File: config.mk
export PLATFORM = sky130hd
export DESIGN_NAME = multi_in_reduce
export DESIGN_NICKNAME = d
export VERILOG_FILES = /design/src/rtl/multi_in_reduce_pkg.sv /design/src/rtl/reduce_core.sv /design/src/rtl/multi_in_reduce.sv
export SDC_FILE = /design/constraint.sdc
export NUM_CORES = 1
export LEC_CHECK = 0
export ABC_AREA = 1
export CORE_MARGIN = 8
export CORE_UTILIZATION = 40
export DETAILED_ROUTE_END_ITERATION = 10
export GPL_TIMING_DRIVEN = 0
export PLACE_DENSITY_LB_ADDON = 0.08
export SLEW_MARGIN = 0
export SYNTH_ARGS = -nofsm -noshare
export SYNTH_HDL_FRONTEND = slang
export SYNTH_SLANG_ARGS = --single-unit
File: constraint.sdc
create_clock -name clk -period 5.8 [get_ports clk]
set_input_delay 0.87 -clock clk [delete_from_list [all_inputs] [get_ports clk]]
set_output_delay 0.87 -clock clk [all_outputs]
set_load 0.05 [all_outputs]
File: src/rtl/multi_in_reduce_pkg.sv
// Shared encodings for the multi-input reduction unit: reduction modes and FSM states.
package multi_in_reduce_pkg;

   localparam logic [1:0] MODE_AND = 2'b00;
   localparam logic [1:0] MODE_OR  = 2'b01;
   localparam logic [1:0] MODE_XOR = 2'b10;
   localparam logic [1:0] MODE_MAJ = 2'b11;

   typedef enum logic {
      ST_ACC = 1'b0,
      ST_OUT = 1'b1
   } state_t;

endpackage

File: src/rtl/reduce_core.sv
// Combinational per-sample reduction of N_IN bits to one bit (AND / OR / XOR / majority).
module reduce_core
   import multi_in_reduce_pkg::*;
#(
   parameter int N_IN = 3
) (
   input  logic [N_IN-1:0] in_data,
   input  logic [1:0]      mode,
   output logic            r
);

   localparam int PW = $clog2(N_IN + 1);
   // Majority is strictly more than half, so even-width ties resolve to 0.
   localparam logic [PW-1:0] HALF = PW'(N_IN / 2);

   logic [PW-1:0] w_pop;

   always_comb begin
      w_pop = '0;
      for (int unsigned i = 0; i < N_IN; i++) begin
         w_pop = w_pop + PW'(in_data[i]);
      end
   end

   always_comb begin
      r = 1'b0;
      case (mode)
         MODE_AND: r = &in_data;
         MODE_OR:  r = |in_data;
         MODE_XOR: r = ^in_data;
         MODE_MAJ: r = (w_pop > HALF);
         default:  r = 1'b0;
      endcase
   end

endmodule

File: src/rtl/multi_in_reduce.sv
// Windowed N-input reduction: per-sample reduce, accumulate over win_len samples,
// present all/any/count summary through a valid/ready output.
module multi_in_reduce
   import multi_in_reduce_pkg::*;
#(
   parameter int N_IN  = 3,
   parameter int WIN_W = 4
) (
   input  logic             clk,
   input  logic             rst_n,
   input  logic             in_valid,
   output logic             in_ready,
   input  logic [N_IN-1:0]  in_data,
   input  logic [1:0]       mode,
   input  logic [WIN_W-1:0] win_len,
   output logic             out_valid,
   input  logic             out_ready,
   output logic             out_all,
   output logic             out_any,
   output logic [WIN_W-1:0] out_cnt
);

   localparam logic [WIN_W-1:0] ONE = {{(WIN_W-1){1'b0}}, 1'b1};

   state_t           r_state, w_state_n;
   logic [1:0]       r_mode;
   logic [WIN_W-1:0] r_len;
   logic [WIN_W-1:0] r_smp_cnt;
   logic             r_acc_all, r_acc_any;
   logic [WIN_W-1:0] r_acc_cnt;
   logic             r_out_all, r_out_any;
   logic [WIN_W-1:0] r_out_cnt;

   logic             w_first, w_accept, w_last, w_r, w_hshake;
   logic [1:0]       w_mode;
   logic [WIN_W-1:0] w_len_raw, w_len, w_smp_n, w_acc_cnt_n;
   logic             w_acc_all_n, w_acc_any_n;

   // The first sample of a window uses the live mode/length; later ones use the latched copies.
   assign w_first   = (r_smp_cnt == '0);
   assign w_mode    = w_first ? mode : r_mode;
   assign w_len_raw = w_first ? win_len : r_len;
   assign w_len     = (w_len_raw == '0) ? ONE : w_len_raw;

   assign in_ready  = (r_state == ST_ACC);
   assign out_valid = (r_state == ST_OUT);
   assign w_accept  = in_valid && in_ready;
   assign w_hshake  = out_valid && out_ready;

   reduce_core #(.N_IN(N_IN)) u_core (
      .in_data (in_data),
      .mode    (w_mode),
      .r       (w_r)
   );

   assign w_acc_all_n = (w_first ? 1'b1 : r_acc_all) & w_r;
   assign w_acc_any_n = (w_first ? 1'b0 : r_acc_any) | w_r;
   assign w_acc_cnt_n = (w_first ? '0 : r_acc_cnt) + {{(WIN_W-1){1'b0}}, w_r};
   assign w_smp_n     = r_smp_cnt + ONE;
   assign w_last      = w_accept && (w_smp_n == w_len);

   always_comb begin
      w_state_n = r_state;
      case (r_state)
         ST_ACC:  if (w_last)   w_state_n = ST_OUT;
         ST_OUT:  if (w_hshake) w_state_n = ST_ACC;
         default: w_state_n = ST_ACC;
      endcase
   end

   always_ff @(posedge clk) begin
      if (!rst_n) begin
         r_state   <= ST_ACC;
         r_mode    <= '0;
         r_len     <= '0;
         r_smp_cnt <= '0;
         r_acc_all <= 1'b0;
         r_acc_any <= 1'b0;
         r_acc_cnt <= '0;
         r_out_all <= 1'b0;
         r_out_any <= 1'b0;
         r_out_cnt <= '0;
      end else begin
         r_state <= w_state_n;
         if (w_accept) begin
            if (w_first) begin
               r_mode <= mode;
               r_len  <= w_len;
            end
            r_acc_all <= w_acc_all_n;
            r_acc_any <= w_acc_any_n;
            r_acc_cnt <= w_acc_cnt_n;
            r_smp_cnt <= w_smp_n;
         end
         if (w_last) begin
            r_out_all <= w_acc_all_n;
            r_out_any <= w_acc_any_n;
            r_out_cnt <= w_acc_cnt_n;
         end
         if (w_hshake) begin
            r_acc_all <= 1'b0;
            r_acc_any <= 1'b0;
            r_acc_cnt <= '0;
            r_smp_cnt <= '0;
         end
      end
   end

   assign out_all = r_out_all;
   assign out_any = r_out_any;
   assign out_cnt = r_out_cnt;

endmodule

==> results_dict.tcl <==
set metrics [dict create \
    status "finished, final reports clean" \
    critical_path_class "input pin to register" \
    wl_mm 3.04 \
    vias 1250 \
    io_pins 21 \
    rr_startpoint "r_smp_cnt[0]$_SDFFE_PP0P_" \
    r2r_slack_ns 3.25 \
    initial_core_util 0.408 \
    grt_use_total 0.124 \
    vias_per_cell 4.65 \
    area_growth_pct 21.4 \
    place_inst 265 \
    globalplace.congestion 0.833 \
    min_from "r_len[1]$_SDFFE_PN0P_" \
    hp-class "register to register" \
    max-vdd-ir-drop_v 0.000127 \
    post_cts_buffers 0 \
    cap_violations 0 \
    period_share 0.471 \
    hold_viol_final 0 \
    drt_iter0_drc 65 \
    cts_hold_buf 0 \
    syn-num-nets 219 \
    antenna_cells 0 \
    post_cts_resized 0 \
    die-area_sq_um 5430 \
    num_rows 21 \
    die_h_microns 73.7 \
    worst_setup_path_start_kind "input pin" \
    power_leakage_nw 0.777 \
    multi_input_area_sq_um 711 \
    wl_per_cell_microns 11.3 \
    htreeDepth 1 \
    seq_area_frac_synth 0.346 \
    p_switching_mw 0.194 \
    rr_worst_depth 16 \
    end_kind "register" \
    antenna_found_initial 0 \
    synth_top_area_frac 0.346 \
    cp_max_fo 4 \
    whs_path_depth 2 \
    syn_avg_cell_area_sq_um 6.68 \
    cts.clk_slew.worst_paths_ns 0.14 \
    grt_max_degree 14 \
    fin_nets 244 \
    synth-seq-cells 23 \
    synth_fa_ha_area_frac 0.0715 \
    p_clk_frac 0.163 \
    pre_cts_ws_ns 2.71 \
    drive_gt1_frac 0.0762 \
    crit_start "in_data[0]" \
    grt_pass1_vias 1213 \
    instances_no_fill 269 \
    max_freq_ghz 0.366 \
    synth-compound-area-share 0.128 \
    fillers 364 \
    synth_area_leader_cell "dfxtp_1" \
    die_x_microns 73.7 \
    finClkSkew_ns 0.00641 \
    internal_power_mw 0.278 \
    timing.rr.end "r_acc_cnt[2]$_SDFFE_PP0P_" \
    clk_latency_ns 0.31 \
    synth_area_leaders "dfxtp_1 (35%), nand2_1 (13%), inv_1 (9.3%)" \
    pwr-share-seq 0.410 \
    seqCellArea_sq_um 460 \
    min_to "r_len[1]$_SDFFE_PN0P_" \
    synth_area_sq_um 1330 \
    synthMuxAreaShare 0 \
    detail-route-antenna-nets 0 \
    slew_headroom 0.633 \
    grt_pass1_wl_mm 5.28 \
    clock_sinks 23 \
    coreArea_sq_um 3260 \
    p_comb_frac 0.427 \
    setup_tns_ns 0 \
    place_hpwl_mm 2.43 \
    placed_cell_area_sq_um 1590 \
    worst_slew_pin_slew_ns 0.550 \
    whs_ns 0.462 \
    layout_setup_ws_ns 3.07 \
    cts_root_buf "clkbuf_4" \
    fin_area_sq_um 1620 \
    synthDistinctLibCells 24 \
    netlist_instances 199 \
    synth_top_family_by_area "simple AND/OR/NAND/NOR gates" \
    synthSimpleGateAreaFrac 0.322 \
    clockBufferDepth 2 \
    ys.warnings.count 0 \
    p_per_area_nw_per_um2 293 \
    period_minus_slack_ns 2.73 \
    yosys.area_share.xor_xnor 0.0132 \
    arrival_ns 2.96 \
    numPortBuffers 20 \
    overflow 0 \
    critPathRequiredTime_ns 6.03 \
    cts_tree "done" \
    drc 0 \
    setup_viol 0 \
    first_pass_iters 4 \
    slew_violations 0 \
    rsz0062_at_grt "no" \
    cts_made_buffers 3 \
    switching_share 0.411 \
]
==> per-stage QoR <==
stage                     power [mW]   util
final                          0.473  0.496
after detailed placement       0.401  0.487
after global routing           0.513  0.496
after CTS                      0.478  0.496
after global placement         0.395  0.487
after floorplan                0.344      -
==> routing by layer <==
layer | part of all wire | track usage | routed length, microns | up-vias
li1 | - | - | - | 674
met1 | 0.46 | 0.139 | 1400 | 553
met4 | 0.0066 | 0.0510 | 20 | 0
met5 | 0 | 0 | 0 | -
met3 | 0.038 | 0.0286 | 114 | 2
met2 | 0.50 | 0.218 | 1510 | 21
==> cell usage after synthesis <==
| library cell | instances |
|---|---|
| nand2_2 | 3 |
| nor2_1 | 22 |
| or2_2 | 1 |
| ha_1 | 6 |
| dfxtp_1 | 23 |
| nor2_2 | 1 |
| nand3b_1 | 2 |
| nand3_2 | 1 |
| a31oi_1 | 1 |
| nand2_1 | 47 |
| clkbuf_1 | 1 |
| buf_6 | 2 |
| a21oi_1 | 15 |
| buf_2 | 1 |
| o21ai_0 | 16 |
| nor2_4 | 1 |
| nand3_1 | 13 |
| xnor2_1 | 2 |
| fa_1 | 1 |
| inv_1 | 33 |
| nand4_1 | 4 |
| nand2_4 | 1 |
| o21ai_2 | 1 |
| inv_2 | 1 |
==> sequential cells by signal, summed over array words and instances (netlist names) <==
register / flops
out_all: 1
out_any: 1
out_cnt: 4
out_valid: 1
r_acc_all: 1
r_acc_any: 1
r_acc_cnt: 4
r_len: 4
r_mode: 2
r_smp_cnt: 4
==> how the worst max path moves through the flow <==
stage / slack, ns / to / cells after the start
final: 3.07 / out_cnt[3]$_SDFFE_PN0P_ / 12
after global routing: 2.91 / out_cnt[3]$_SDFFE_PN0P_ / 12
after CTS: 3.06 / out_cnt[3]$_SDFFE_PN0P_ / 12
after detailed placement: 2.71 / out_cnt[3]$_SDFFE_PN0P_ / 12
after floorplan: 3.37 / r_acc_cnt[2]$_SDFFE_PP0P_ / 10
after global placement: 2.76 / out_cnt[3]$_SDFFE_PN0P_ / 12
==> cells in the final DEF, fill, tap and decap left out <==
master / synthesis / final
nand2_1: 47 / 47
inv_1: 33 / 33
dfxtp_1: 23 / 23
nor2_1: 22 / 22
clkdlybuf4s50_1: 0 / 20
o21ai_0: 16 / 16
a21oi_1: 15 / 15
nand3_1: 13 / 13
ha_1: 6 / 6
nand4_1: 4 / 4
nand2_2: 3 / 3
clkbuf_4: 0 / 3
buf_6: 2 / 2
xnor2_1: 2 / 2
nand3b_1: 2 / 2
nor2_4: 1 / 1
nand2_4: 1 / 1
inv_2: 1 / 1
clkbuf_1: 1 / 1
nor2_2: 1 / 1
o21ai_2: 1 / 1
nand3_2: 1 / 1
buf_2: 1 / 1
a31oi_1: 1 / 1
or2_2: 1 / 1
fa_1: 1 / 1
clkinv_2: 0 / 1
==> power groups by stage <==
stage / clock network (mW) / logic [mW] / registers [mW]
floorplan: 0 / 0.127 / 0.218
finish: 0.0770 / 0.202 / 0.194
global route: 0.0869 / 0.229 / 0.197
CTS: 0.0802 / 0.204 / 0.194
detailed placement: 0 / 0.203 / 0.198
global placement: 0 / 0.199 / 0.196
==> cells by family (layout without fill, tap and decap cells) <==
logic type	Yosys count	after routing
adder cells (fa/ha/maj)	7	7
AND/OR/NAND/NOR	96	96
AO/OA/AOI/OAI	33	33
buffers and inverters	38	62
flip-flops	23	23
XOR/XNOR	2	2
==> final cells by class <==
| class | count | area share |
|---|---|---|
| multi-input combinational | 138 | 0.440 |
| sequential | 23 | 0.285 |
| buffer | 4 | 0.0194 |
| clock inverter | 1 | 0.00310 |
| timing repair buffer | 20 | 0.124 |
| clock buffer | 3 | 0.0139 |
| inverter | 34 | 0.0790 |
| tap | 46 | 0.0356 |
==> worst max-delay path, stage by stage <==
cell and delay (ns):
clkdlybuf4s50_1 0.47, fa_1 0.55, nand3_1 0.07, nand3_1 0.09, nand2_2 0.08, inv_1 0.08
ha_1 0.18, nand4_1 0.12, xnor2_1 0.22, nand4_1 0.12, nand2_1 0.07, nor2_1 0.04
No activity file was read; power rests on OpenSTA's default activity.
